<file path="src/rtl/iteration_controller_if.sv">
// iteration_controller_if: handshake bundle between host/compute system and iteration_controller
// Signals:
//   go, threshold                 host start pulse and convergence bound
//   accum_valid, accum_value      accumulated-value return from compute system
//   flush_done                    DRAM flush complete strobe
//   start_update, check_terminate run enable and check request to update engine
//   flush_ddr                     DRAM flush request pulse
//   busy, converged, timeout      run status
//   iter_count                    number of completed checks
interface iteration_controller_if #(
  parameter int ACC_W  = 32,
  parameter int ITER_W = 16
);
  logic              go;
  logic [ACC_W-1:0]  threshold;
  logic              accum_valid;
  logic [ACC_W-1:0]  accum_value;
  logic              flush_done;
  logic              start_update;
  logic              check_terminate;
  logic              flush_ddr;
  logic              busy;
  logic              converged;
  logic              timeout;
  logic [ITER_W-1:0] iter_count;
  modport master (
    output go, threshold, accum_valid, accum_value, flush_done,
    input  start_update, check_terminate, flush_ddr, busy, converged, timeout, iter_count
  );
  modport slave (
    input  go, threshold, accum_valid, accum_value, flush_done,
    output start_update, check_terminate, flush_ddr, busy, converged, timeout, iter_count
  );
endinterface

</file>
<file path="src/rtl/iteration_controller.sv">
// iteration_controller: run/terminate sequencer with convergence detection and DRAM flush
// Ports:
//   clk      system clock
//   reset_n  async active-low reset
//   bus      iteration_controller_if.slave (go/threshold/accum/flush_done in,
//            start_update/check_terminate/flush_ddr/busy/converged/timeout/iter_count out)
// All outputs are registered and decoded from the next state, so they line up with the state.
module iteration_controller #(
  parameter int ACC_W          = 32,
  parameter int CHECK_INTERVAL = 1000,
  parameter int MAX_ITER       = 1024,
  parameter int ACC_WAIT       = 256,
  parameter int ITER_W         = 16
) (
  input logic                   clk,
  input logic                   reset_n,
  iteration_controller_if.slave bus
);
  localparam int CW = $clog2(CHECK_INTERVAL);
  localparam int WW = $clog2(ACC_WAIT);
  typedef enum logic [2:0] {
    S_IDLE, S_RUN, S_CHECK, S_WAIT_ACC, S_EVAL, S_FLUSH, S_WAIT_FLUSH, S_DONE
  } state_t;
  state_t            r_state, w_state;
  logic [CW-1:0]     r_int, w_int;
  logic [WW-1:0]     r_wait, w_wait;
  logic [ITER_W-1:0] r_iter, w_iter;
  logic [ACC_W-1:0]  r_prev, w_prev, r_acc, w_acc;
  logic              r_first, w_first, r_conv, w_conv, r_tout, w_tout;
  logic              r_start, r_chk, r_flush, r_busy;
  logic [ACC_W:0]    w_delta;
  assign w_delta = r_acc >= r_prev ? {1'b0, r_acc - r_prev} : {1'b0, r_prev - r_acc};
  always_ff @(posedge clk or negedge reset_n) begin
    if (!reset_n) begin
      r_state <= S_IDLE;
      r_int   <= '0;
      r_wait  <= '0;
      r_iter  <= '0;
      r_prev  <= '0;
      r_acc   <= '0;
      r_first <= 1'b0;
      r_conv  <= 1'b0;
      r_tout  <= 1'b0;
      r_start <= 1'b0;
      r_chk   <= 1'b0;
      r_flush <= 1'b0;
      r_busy  <= 1'b0;
    end else begin
      r_state <= w_state;
      r_int   <= w_int;
      r_wait  <= w_wait;
      r_iter  <= w_iter;
      r_prev  <= w_prev;
      r_acc   <= w_acc;
      r_first <= w_first;
      r_conv  <= w_conv;
      r_tout  <= w_tout;
      r_start <= w_state == S_RUN;
      r_chk   <= w_state == S_CHECK;
      r_flush <= w_state == S_FLUSH;
      r_busy  <= !(w_state == S_IDLE || w_state == S_DONE);
    end
  end
  always_comb begin
    w_state = r_state;
    w_int   = r_int;
    w_wait  = r_wait;
    w_iter  = r_iter;
    w_prev  = r_prev;
    w_acc   = r_acc;
    w_first = r_first;
    w_conv  = r_conv;
    w_tout  = r_tout;
    case (r_state)
      S_IDLE, S_DONE: begin
        // DONE holds status until a new go; IDLE keeps everything cleared
        if (r_state == S_IDLE || bus.go) begin
          w_int   = '0;
          w_wait  = '0;
          w_iter  = '0;
          w_conv  = 1'b0;
          w_tout  = 1'b0;
          w_first = 1'b1;
        end
        if (bus.go) w_state = S_RUN;
      end
      S_RUN: begin
        w_int = r_int + CW'(1);
        if (r_int == CW'(CHECK_INTERVAL - 1)) begin
          w_int   = '0;
          w_state = S_CHECK;
        end
      end
      S_CHECK: w_state = S_WAIT_ACC;
      S_WAIT_ACC: begin
        // a returned value beats a simultaneous wait expiry
        if (bus.accum_valid) begin
          w_acc   = bus.accum_value;
          w_wait  = '0;
          w_state = S_EVAL;
        end else if (r_wait == WW'(ACC_WAIT - 1)) begin
          w_wait  = '0;
          w_state = S_CHECK;
        end else begin
          w_wait = r_wait + WW'(1);
        end
      end
      S_EVAL: begin
        w_prev  = r_acc;
        w_iter  = &r_iter ? r_iter : r_iter + ITER_W'(1);
        w_first = 1'b0;
        w_state = S_RUN;
        // the first value has no predecessor, so it can neither converge nor time out
        if (!r_first) begin
          if (w_delta <= {1'b0, bus.threshold}) begin
            w_conv  = 1'b1;
            w_state = S_FLUSH;
          end else if (r_iter == ITER_W'(MAX_ITER - 1)) begin
            w_tout  = 1'b1;
            w_state = S_FLUSH;
          end
        end
      end
      S_FLUSH: w_state = S_WAIT_FLUSH;
      S_WAIT_FLUSH: w_state = bus.flush_done ? S_DONE : S_WAIT_FLUSH;
      default: w_state = S_IDLE;
    endcase
  end
  assign bus.start_update    = r_start;
  assign bus.check_terminate = r_chk;
  assign bus.flush_ddr       = r_flush;
  assign bus.busy            = r_busy;
  assign bus.converged       = r_conv;
  assign bus.timeout         = r_tout;
  assign bus.iter_count      = r_iter;
endmodule

</file>
<file path="src/flat_wrapper.sv">
// flat-port wrapper written by rule: the top's interface ports become plain ports
module iteration_controller_flat 
#(
  parameter int ACC_W          = 32,
  parameter int CHECK_INTERVAL = 1000,
  parameter int MAX_ITER       = 1024,
  parameter int ACC_WAIT       = 256,
  parameter int ITER_W         = 16
)
  (clk, reset_n, bus_go, bus_threshold, bus_accum_valid, bus_accum_value, bus_flush_done, bus_start_update, bus_check_terminate, bus_flush_ddr, bus_busy, bus_converged, bus_timeout, bus_iter_count);
  iteration_controller_if #(.ACC_W(ACC_W), .ITER_W(ITER_W)) bus_i ();
  input logic clk;
  input logic reset_n;
  input wire logic [$bits(bus_i.go)-1:0] bus_go;
  input wire logic [$bits(bus_i.threshold)-1:0] bus_threshold;
  input wire logic [$bits(bus_i.accum_valid)-1:0] bus_accum_valid;
  input wire logic [$bits(bus_i.accum_value)-1:0] bus_accum_value;
  input wire logic [$bits(bus_i.flush_done)-1:0] bus_flush_done;
  output wire logic [$bits(bus_i.start_update)-1:0] bus_start_update;
  output wire logic [$bits(bus_i.check_terminate)-1:0] bus_check_terminate;
  output wire logic [$bits(bus_i.flush_ddr)-1:0] bus_flush_ddr;
  output wire logic [$bits(bus_i.busy)-1:0] bus_busy;
  output wire logic [$bits(bus_i.converged)-1:0] bus_converged;
  output wire logic [$bits(bus_i.timeout)-1:0] bus_timeout;
  output wire logic [$bits(bus_i.iter_count)-1:0] bus_iter_count;
  assign bus_i.go = bus_go;
  assign bus_i.threshold = bus_threshold;
  assign bus_i.accum_valid = bus_accum_valid;
  assign bus_i.accum_value = bus_accum_value;
  assign bus_i.flush_done = bus_flush_done;
  assign bus_start_update = bus_i.start_update;
  assign bus_check_terminate = bus_i.check_terminate;
  assign bus_flush_ddr = bus_i.flush_ddr;
  assign bus_busy = bus_i.busy;
  assign bus_converged = bus_i.converged;
  assign bus_timeout = bus_i.timeout;
  assign bus_iter_count = bus_i.iter_count;
  iteration_controller #(.ACC_W(ACC_W), .CHECK_INTERVAL(CHECK_INTERVAL), .MAX_ITER(MAX_ITER), .ACC_WAIT(ACC_WAIT), .ITER_W(ITER_W)) u_core (.clk(clk), .reset_n(reset_n), .bus(bus_i));
endmodule
</file>
<file path="config.mk">
export PLATFORM = sky130hd
export DESIGN_NAME = iteration_controller_flat
export DESIGN_NICKNAME = d
export VERILOG_FILES = /design/src/rtl/iteration_controller_if.sv /design/src/rtl/iteration_controller.sv /design/src/flat_wrapper.sv
export SDC_FILE = /design/constraint.sdc
export NUM_CORES = 1
export LEC_CHECK = 0
export CAP_MARGIN = 30
export CORE_MARGIN = 10
export CORE_UTILIZATION = 62
export DETAILED_ROUTE_END_ITERATION = 8
export PLACE_DENSITY = 0.86
export SLEW_MARGIN = 40
export SYNTH_ARGS = -nofsm -noshare
export SYNTH_HDL_FRONTEND = slang
export SYNTH_SLANG_ARGS = --single-unit
</file>
<file path="constraint.sdc">
create_clock -name clk -period 10.01 [get_ports clk]
set_input_delay 2.002 -clock clk [delete_from_list [all_inputs] [get_ports clk]]
set_output_delay 2.002 -clock clk [all_outputs]
set_load 0.05 [all_outputs]
</file>
==> impl_results.md, run 1 <==
- Outcome: finished clean
- Maxcap violations: 0
- Core Area: 13800 um2
- CTS tree: built
- CTS clock-pin slew for the worst setup and hold paths: 80 ps
- Post-route minimum period: 5880 ps
- Area grow syn2layout: 14.5%
- Async SR Flop Fraction: 100%
- Fin area: 10000 um2
- I/O Buffers: 90
- Chip height: 139 um
- Largest delay contributor family on the critical path: compound AO/OA/AOI/OAI gates
- Root buffer cell: clkbuf_16
- Die area: 19300 um2
- Unrepaired setup endpoints after global routing: false
- Syn Inst Count: 1039
- Grt ovf: 0
- Beginning of the worst register-to-register path: u_core.r_acc[0]$_DFFE_PN0P_
- Initial antenna violation count: 0
- Post-CTS Setup Repair Bufs: 0
- Min setup slack post-route: 4130 ps
- WL final: 21200 um
- Post-Route Setup TNS: 0 ps
- Hold crit path type: register to register
- Final Hold Vio Count: 0
- Vias in the first global route: 7409
- CP Capture Type: register
- Post-synth EDFFs: 0
- Worst skew pair latency: 360 ps
- Area leader, netlist: dfrtp_1
- Startpoint types: register
- Critical path class: register to register
- Gr usage total: 22.0%
- Slew @ Worst Pin: 800 ps
- Syn_area_per_cell: 8.42 um2
- RePlAce Congestion: 0.968
- Hold-fix buffers, CTS: 0
- Routed via count: 7539
- ANT cells: 0
- Area of the mapped netlist: 8740 um2
- Residual DRC: 0
- Final period util: 58.7%
- Worst Path Max Fanout: 28
- Final setup viols: 0
- Cell Chain, Critical Path: inv_1 -> ha_1 -> inv_1 -> fa_1 -> nand3_1 -> a21oi_1 -> a2111oi_4 -> o21ai_2 -> o21ba_2 -> nor4_4 -> buf_4 -> buf_4 -> mux2i_1 -> o221ai_2 -> xor2_1 -> ha_1 -> nand4_1 -> or3_1 -> o21ai_0 -> a21oi_1 -> o21ai_0 -> a311o_1 -> nand2_1 -> a31oi_1
- Post-layout nets: 1266
- CP peak stage delay: 420 ps
- Slowest-stage cell, CP: dfrtp_1
- Pre-antenna DRT Iters: 7
- Synth warn: 0
- Flops & latches, synth: 108
- CP Data Arrival Time: 6160 ps
- Hold path startpoint: u_core.r_wait[5]$_DFFE_PN0P_
- Hpwl dp: 16300 um
- Share of cells above drive strength 1: 6.90%
- Site row count: 43
- Total clock buffers created by CTS: 9
- Critical Path Source: u_core.r_acc[0]$_DFFE_PN0P_
- Register area share after synthesis: 30.9%
- Max Buffers Root-to-Sink: 2
- Rel. slew slack: 46.0%
- Clock sinks: 108
- Share of the synthesized area in the top cell type: 30.9%
- Area contributors post-synth: dfrtp_1, ha_1, inv_1, o21ai_0, mux2_2
- Netlist cell types: 68
- Via-to-Cell Ratio: 5.88
- Synth Flop Type: dfrtp_1
- Cts repair resizes: 0
- DP Worst Slack: 4220 ps
- First-pass GRT wire length: 36400 um
- Fmax: 170 MHz
- Largest net degree at the start of global routing: 65
- Synthesized Nets: 1208
- Dpl cell area: 9700 um2
- ANT nets after route: 0
- Initial Util: 63.2%
- Worst Hold Slack: 487 ps
- Req. time, crit path: 10290 ps
- # fillers: 1065
- Clock skew: 10.2 ps
- Max Slew Vio Count: 0
- DRT iter0 DRCs: 658
- Die X-Extent: 139 um
- Ports: 91
- CTS HTree Levels: 3
- Wire length per cell: 16.5 um
- Buf+Inv Stages, Crit Path: 4
[metal layers]
| metal | vias up | GRT usage (%) | wire (um) |
|---|---|---|---|
| li1 | 3721 | - | - |
| met1 | 3561 | 29.7 | 9960 |
| met2 | 237 | 34.8 | 9560 |
| met3 | 20 | 6.10 | 1430 |
| met4 | 0 | 3.84 | 216 |
| met5 | - | 0 | 0 |
[per-stage QoR]
step / std cells / utilization, %
4_1_cts: 1282 / 72.4
6_report: 1282 / 72.4
2_1_floorplan: 1039 / -
3_3_place_gp: 1264 / 70.0
3_5_place_dp: 1266 / 70.2
5_1_grt: 1282 / 72.4
[worst paths after layout]
| check | to | slack, ps | depth (start not counted) |
|---|---|---|---|
| setup / recovery | u_core.bus.busy$_DFF_PN0_ | 4130 | 24 |
| hold / removal | u_core.r_wait[5]$_DFFE_PN0P_ | 490 | 1 |
| setup reg to reg | u_core.bus.busy$_DFF_PN0_ | 4130 | 24 |
| hold reg to reg | u_core.r_wait[5]$_DFFE_PN0P_ | 490 | 1 |
| max in group asynchronous | u_core.r_prev[28]$_DFFE_PN0P_ | 7160 | 2 |
| min in group asynchronous | u_core.r_wait[3]$_DFFE_PN0P_ | 1670 | 1 |
[layout by cell type (no fill, tap or decap), drive strengths merged, types with 35 or more instances in the layout]
cell type      count
inv              120
nand2             93
a21o              35
nor2              61
clkdlybuf4s50     89
dfrtp            108
o21ai             92
mux2              35
ha                98
a21oi             77
[cell usage after synthesis, types with 3 or more instances]
cell	n
xor2_1	19
buf_4	3
buf_2	5
clkbuf_1	36
nor3_1	19
inv_1	118
nand4_1	20
o21bai_1	13
o41ai_1	3
nand3_1	30
a21o_1	35
o21ai_0	88
nand3b_1	3
nand2b_1	9
dfrtp_1	108
a211oi_1	3
nand2_1	93
and3_1	8
a21oi_1	76
o21a_1	8
nor2b_1	5
mux2i_1	16
o21ai_1	3
and2_1	8
o211ai_1	5
ha_1	98
a31oi_1	12
nor3b_1	3
nor2_1	61
xnor2_1	27
mux2_2	35
buf_6	3
or2_2	7
or3_1	5
o31ai_1	10
and4_1	4
[state kept, by name (all words and copies together) (netlist names)]
| register | count |
|---|---|
| u_core.r_acc | 32 |
| u_core.r_prev | 32 |
| u_core.bus.iter_count | 16 |
| u_core.r_int | 10 |
| u_core.r_wait | 8 |
| u_core.r_state | 3 |
| u_core.bus.busy | 1 |
| u_core.bus.check_terminate | 1 |
| u_core.bus.converged | 1 |
| u_core.bus.flush_ddr | 1 |
| u_core.bus.start_update | 1 |
| u_core.bus.timeout | 1 |
| u_core.r_first | 1 |
[layout make-up]
type,count,area (um2),share of cell area (%)
Sequential cell,108,2700,27.0
Multi-Input combinational cell,765,5390,53.9
Timing Repair Buffer,95,936,9.35
Clock inverter,6,82.6,0.825
Inverter,118,443,4.42
Tap cell,180,225,2.25
Clock buffer,10,229,2.29
[kinds of logic after synthesis]
group	after synthesis	share of synthesized area (%)
AO/OA/AOI/OAI	286	20.5
XOR/XNOR	46	4.61
adder cells (fa/ha/maj)	100	14.5
buffers and inverters	166	7.58
flip-flops	108	30.9
multiplexers	51	6.34
AND/OR/NAND/NOR	282	15.6
Power of run 1 is not shown: default switching activity piles up to over one toggle a cycle in this logic, so the estimate is an artifact.
==> run 2: changes to the inputs <==
--- a/config.mk
+++ b/config.mk
@@ -7,9 +7,9 @@
 export LEC_CHECK = 0
 export CAP_MARGIN = 30
 export CORE_MARGIN = 10
-export CORE_UTILIZATION = 62
+export CORE_UTILIZATION = 58
 export DETAILED_ROUTE_END_ITERATION = 8
-export PLACE_DENSITY = 0.86
+export PLACE_DENSITY = 0.81
 export SLEW_MARGIN = 40
 export SYNTH_ARGS = -nofsm -noshare
 export SYNTH_HDL_FRONTEND = slang
==> constraint.sdc (replaced) <==
create_clock -name clk -period 5.5 [get_ports clk]
set_input_delay 1.1 -clock clk [delete_from_list [all_inputs] [get_ports clk]]
set_output_delay 1.1 -clock clk [all_outputs]
set_load 0.05 [all_outputs]
==> impl_results.md, run 2 (synthesis results as in run 1) <==
- R2r setup slk: 320 ps (was 4130 ps)
- CTS clock-pin slew for the worst setup and hold paths: 70 ps (was 80 ps)
- WL final: 21700 um (was 21200 um)
- Initial antenna violation count: 2 (was 0)
- ANT cells: 0 (unchanged)
- Post-layout nets: 1269 (was 1266)
- Residual DRC: 0 (unchanged)
- Area grow syn2layout: 15.6% (was 14.5%)
- Initial Util: 59.7% (was 63.2%)
- Min setup slack post-route: 324 ps (was 4130 ps)
- RePlAce Congestion: 0.993 (was 0.968)
- Die X-Extent: 143 um (was 139 um)
- Clock skew: 14.8 ps (was 10.2 ps)
- Post-Route Setup TNS: 0 ps (unchanged)
- Hold crit path type: register to register (unchanged)
- Routed via count: 7521 (was 7539)
- Share of cells above drive strength 1: 7.51% (was 6.90%)
- Wire length per cell: 16.8 um (was 16.5 um)
- Reg2reg end: u_core.bus.start_update$_DFF_PN0_ (was u_core.bus.busy$_DFF_PN0_)
- # fillers: 1229 (was 1065)
- Worst r2r path cells: 23 (was 24)
- I/O Buffers: 90 (unchanged)
- Reg area: 2700 um2 (unchanged)
- Largest net degree at the start of global routing: 76 (was 65)
- Ports: 91 (unchanged)
- Worst skew pair latency: 370 ps (was 360 ps)
- Fmax: 193 MHz (was 170 MHz)
- Req. time, crit path: 5770 ps (was 10290 ps)
- CTS HTree Levels: 3 (unchanged)
- First-pass GRT wire length: 36500 um (was 36400 um)
- Worst Hold Slack: 488 ps (was 487 ps)
- Most frequent cells in the layout: inv_1, dfrtp_1, ha_1, nand2_1, clkdlybuf4s50_1 (unchanged)
- Final period util: 94.1% (was 58.7%)
- Core Area: 14600 um2 (was 13800 um2)
- Slew @ Worst Pin: 811 ps (was 800 ps)
- Commonest non-fill, non-tap cell in the layout: inv_1 (unchanged)
- Gr usage total: 21.7% (was 22.0%)
- Chip height: 143 um (was 139 um)
- Beginning of the worst register-to-register path: u_core.r_acc[0]$_DFFE_PN0P_ (unchanged)
- Max Buffers Root-to-Sink: 2 (unchanged)
- Clock sinks: 108 (unchanged)
- Via-to-Cell Ratio: 5.83 (was 5.88)
- ANT nets after route: 0 (unchanged)
- CTS tree: built (unchanged)
- Startpoint types: register (unchanged)
- DRT iter0 DRCs: 625 (was 658)
- Total clock buffers created by CTS: 9 (unchanged)
- Outcome: finished clean (unchanged)
- Grt ovf: 0 (unchanged)
- Rel. slew slack: 45.3% (was 46.0%)
- Root buffer cell: clkbuf_16 (unchanged)
- Vias in the first global route: 7446 (was 7409)
- Hpwl dp: 16300 um (about the same)
- Hold-fix buffers, CTS: 0 (unchanged)
- Area of the multi-input gates: 5410 um2 (was 5390 um2)
- Hold path startpoint: u_core.r_wait[7]$_DFFE_PN0P_ (was u_core.r_wait[5]$_DFFE_PN0P_)
- Max Slew Vio Count: 0 (unchanged)
- Final setup viols: 0 (unchanged)
- Final Hold Vio Count: 0 (unchanged)
- CP Data Arrival Time: 5440 ps (was 6160 ps)
- Worst hold path depth: 1 (unchanged)
- Die area: 20400 um2 (was 19300 um2)
- Worst hold endpoint: u_core.r_wait[7]$_DFFE_PN0P_ (was u_core.r_wait[5]$_DFFE_PN0P_)
- DP Worst Slack: 270 ps (was 4220 ps)
- Site row count: 44 (was 43)
- Post-route minimum period: 5180 ps (was 5880 ps)
- Maxcap violations: 0 (unchanged)
- CP Capture Type: register (unchanged)
- Unrepaired setup endpoints after global routing: false (unchanged)
- Pre-antenna DRT Iters: 5 (was 7)
- Critical path class: register to register (unchanged)
- Worst Path Max Fanout: 17 (was 28)
==> run 2: final cells by class <==
type	instances	share of cell area, %
inverter	118	4.38
tap	184	2.28
clock inverter	7	1.08
timing repair buffer	98	9.82
clock buffer	9	2.23
multi-input combinational	765	53.5
sequential	108	26.7
==> run 2: metrics by stage <==
stage	area, um2	std cells	util (%)
after detailed placement	9720	1270	66.4
final	10100	1289	69.0
after floorplan	8740	1039	-
after CTS	10100	1286	68.7
after global placement	9710	1270	66.3
after global routing	10100	1289	69.0
==> run 2: worst max-delay path, stage by stage, from the launching register on <==
cell and delay (ps):
dfrtp_1 420, inv_1 70, ha_1 160, inv_1 60, fa_1 380, nand3_1 100, a21oi_1 110, a2111oi_4 470
o21ai_2 160, o21ba_2 250, nor4_4 240, buf_12 220, or3b_2 460, o21ai_1 110, xnor2_1 100, ha_1 300
nand4_1 70, or3_1 400, o21ai_0 170, a21oi_1 70, o21ai_2 230, a311o_1 230, nand2_1 110, nor3b_1 210
==> run 2: worst max-delay path by stage <==
stage                                      from                                   end  slack (ps)  cells after the start
floorplan           u_core.r_acc[0]$_DFFE_PN0P_             u_core.bus.busy$_DFF_PN0_         990                     22
global placement    u_core.r_acc[0]$_DFFE_PN0P_  u_core.bus.check_terminate$_DFF_PN0_         440                     23
detailed placement  u_core.r_acc[0]$_DFFE_PN0P_  u_core.bus.check_terminate$_DFF_PN0_         270                     23
CTS                 u_core.r_acc[0]$_DFFE_PN0P_     u_core.bus.start_update$_DFF_PN0_         220                     23
global route        u_core.r_acc[0]$_DFFE_PN0P_             u_core.bus.busy$_DFF_PN0_          30                     22
finish              u_core.r_acc[0]$_DFFE_PN0P_     u_core.bus.start_update$_DFF_PN0_         320                     23
==> run 2: repair_timing <==
item | CTS | global route
setup endpoints to repair | 0 | 5
gates resized for setup | 0 | 4
setup buffers | 0 | 2
==> run 2: per-layer routing <==
| metal | GRT usage [%] | up-vias | wire (um) |
|---|---|---|---|
| met3 | 6.60 | 38 | 1570 |
| met1 | 28.5 | 3532 | 9930 |
| met4 | 5.75 | 2 | 401 |
| li1 | - | 3722 | - |
| met5 | 0 | - | 13 |
| met2 | 34.2 | 227 | 9750 |
Power of run 2 is left out for the same reason.
==> run 3: changes to the inputs <==
--- a/config.mk
+++ b/config.mk
@@ -9,7 +9,10 @@
 export CORE_MARGIN = 10
 export CORE_UTILIZATION = 58
 export DETAILED_ROUTE_END_ITERATION = 8
+export GPL_ROUTABILITY_DRIVEN = 1
 export PLACE_DENSITY = 0.81
+export RECOVER_POWER = 100
+export SETUP_SLACK_MARGIN = 0.2
 export SLEW_MARGIN = 40
 export SYNTH_ARGS = -nofsm -noshare
 export SYNTH_HDL_FRONTEND = slang
==> impl_results.md, run 3 (synthesis results as in run 1) <==
- Outcome: complete, but fails checks (was finished clean)
- Violated checks: capacitance limit, slew limit
- Initial antenna violation count: 2 (unchanged)
- I/O Buffers: 90 (unchanged)
- Final period util: 93.6% (was 94.1%)
- Dpl cell area: 9720 um2 (unchanged)
- Critical path class: register to register (unchanged)
- Post-Route Setup TNS: 0 ps (unchanged)
- Hold crit path type: register to register (unchanged)
- Fmax: 194 MHz (was 193 MHz)
- Vias in the first global route: 7446 (unchanged)
- Pre-antenna DRT Iters: 5 (unchanged)
- DRT iter0 DRCs: 651 (was 625)
- Slowest-stage cell, CP: a2111oi_4 (unchanged)
- Gr usage total: 21.7% (unchanged)
- Worst Path Max Fanout: 8 (was 17)
- Final Hold Vio Count: 0 (unchanged)
- Commonest non-fill, non-tap cell in the layout: inv_1 (unchanged)
- First-pass GRT wire length: 36500 um (unchanged)
- Most frequent cells in the layout: inv_1, dfrtp_1, ha_1, nand2_1, o21ai_0 (was inv_1, dfrtp_1, ha_1, nand2_1, clkdlybuf4s50_1)
- WL final: 22200 um (was 21700 um)
- Wire length per cell: 17.1 um (was 16.8 um)
- Buf+Inv Stages, Crit Path: 5 (was 3)
- Die X-Extent: 143 um (unchanged)
- Initial Util: 59.7% (unchanged)
- CP peak stage delay: 440 ps (was 470 ps)
- ANT nets after route: 0 (unchanged)
- Crit path top cell by count: a21oi_1
- Max Buffers Root-to-Sink: 2 (unchanged)
- Unrepaired setup endpoints after global routing: false (unchanged)
- Clock sinks: 108 (unchanged)
- # fillers: 1204 (was 1229)
- Largest delay contributor family on the critical path: compound AO/OA/AOI/OAI gates (unchanged)
- Die area: 20400 um2 (unchanged)
- Post-layout nets: 1283 (was 1269)
- Core Area: 14600 um2 (unchanged)
- Max Slew Vio Count: 174 (was 0)
- Fin area: 10200 um2 (was 10100 um2)
- RePlAce Congestion: 0.993 (unchanged)
- Via-to-Cell Ratio: 5.91 (was 5.83)
- Chip height: 143 um (unchanged)
- Rel. slew slack: -170% (was 45.3%)
- Worst skew pair latency: 370 ps (about the same)
- CP Data Arrival Time: 5360 ps (was 5440 ps)
- CTS HTree Levels: 3 (unchanged)
- CTS tree: built (unchanged)
- Routed via count: 7702 (was 7521)
- Startpoint types: register (unchanged)
- Residual DRC: 0 (unchanged)
- Area grow syn2layout: 17.1% (was 15.6%)
- Hpwl dp: 16300 um (unchanged)
- Req. time, crit path: 5710 ps (was 5770 ps)
- Share of cells above drive strength 1: 8.85% (was 7.51%)
- Maxcap violations: 3 (was 0)
- Grt ovf: 0 (unchanged)
- Post-route minimum period: 5150 ps (was 5180 ps)
- R2r setup slk: 350 ps (was 320 ps)
- Site row count: 44 (unchanged)
- Total clock buffers created by CTS: 9 (unchanged)
- Largest net degree at the start of global routing: 76 (unchanged)
- CTS clock-pin slew for the worst setup and hold paths: 70 ps (about the same)
- Ports: 91 (unchanged)
- Slew @ Worst Pin: 4040 ps (was 811 ps)
- Final setup viols: 0 (unchanged)
- CP Capture Type: register (unchanged)
- Clock skew: 13.2 ps (was 14.8 ps)
- Root buffer cell: clkbuf_16 (unchanged)
- Hold-fix buffers, CTS: 0 (unchanged)
- ANT cells: 0 (unchanged)
## run 3: worst paths after layout
path                                         startpoint  cells past startpoint                       endpoint
max                         u_core.r_acc[0]$_DFFE_PN0P_                     25      u_core.bus.busy$_DFF_PN0_
min                        u_core.r_wait[7]$_DFFE_PN0P_                      1   u_core.r_wait[7]$_DFFE_PN0P_
max reg2reg                 u_core.r_acc[0]$_DFFE_PN0P_                     25      u_core.bus.busy$_DFF_PN0_
min reg2reg                u_core.r_wait[7]$_DFFE_PN0P_                      1   u_core.r_wait[7]$_DFFE_PN0P_
max in group asynchronous                       reset_n                      1   u_core.r_prev[2]$_DFFE_PN0P_
min in group asynchronous                       reset_n                      1  u_core.r_prev[14]$_DFFE_PN0P_
## run 3: stage by stage
step / cells / hold WS (ps) / util [%] / setup slack [ps]
2_1_floorplan: 1039 / 438 / - / 987
3_3_place_gp: 1270 / 463 / 66.3 / 435
3_5_place_dp: 1270 / 471 / 66.4 / 270
4_1_cts: 1286 / 487 / 68.7 / 225
5_1_grt: 1303 / 505 / 69.9 / 117
6_report: 1303 / 488 / 69.9 / 352
## run 3: layer usage
metal  GRT usage (%)  routed length, um  up-vias  part of all wire, %
met5               0                 13        -                0.058
met4            5.75                490        2                  2.2
met3            6.60               1810       52                  8.1
met2            34.2              10100      301                   45
met1            28.5               9830     3590                   44
li1                -                  -     3757                    -
## run 3: worst reg2reg max path: stages, from the launching register on
cell	delay, ps
dfrtp_1	400
inv_1	60
ha_1	160
inv_1	60
fa_1	380
nand3_1	100
a21oi_1	110
a2111oi_4	440
o21ai_1	200
o21ba_1	250
nor4_4	240
buf_12	180
clkbuf_4	180
buf_4	140
mux2i_4	240
xnor2_2	110
ha_1	320
a21o_1	180
a21o_1	160
a21oi_1	140
o21ai_0	90
a21oi_1	190
o21ai_2	130
a311o_1	350
nand2_2	120
a31oi_1	90
## run 3: timing repair
action,4_1_cts,5_1_grt
resized for setup,0,15
endpoints found under the setup margin,0,7
setup buffers,0,16
endpoints found under the hold margin,0,0
## run 3: final cells by class
class	instances	area, um2	area share (%)
clock inverter	7	109	1.06
sequential	108	2700	26.4
multi-input combinational	765	5440	53.1
inverter	118	443	4.33
clock buffer	9	225	2.20
tap	184	230	2.25
timing repair buffer	112	1090	10.6
Power of run 3 is left out for the same reason.
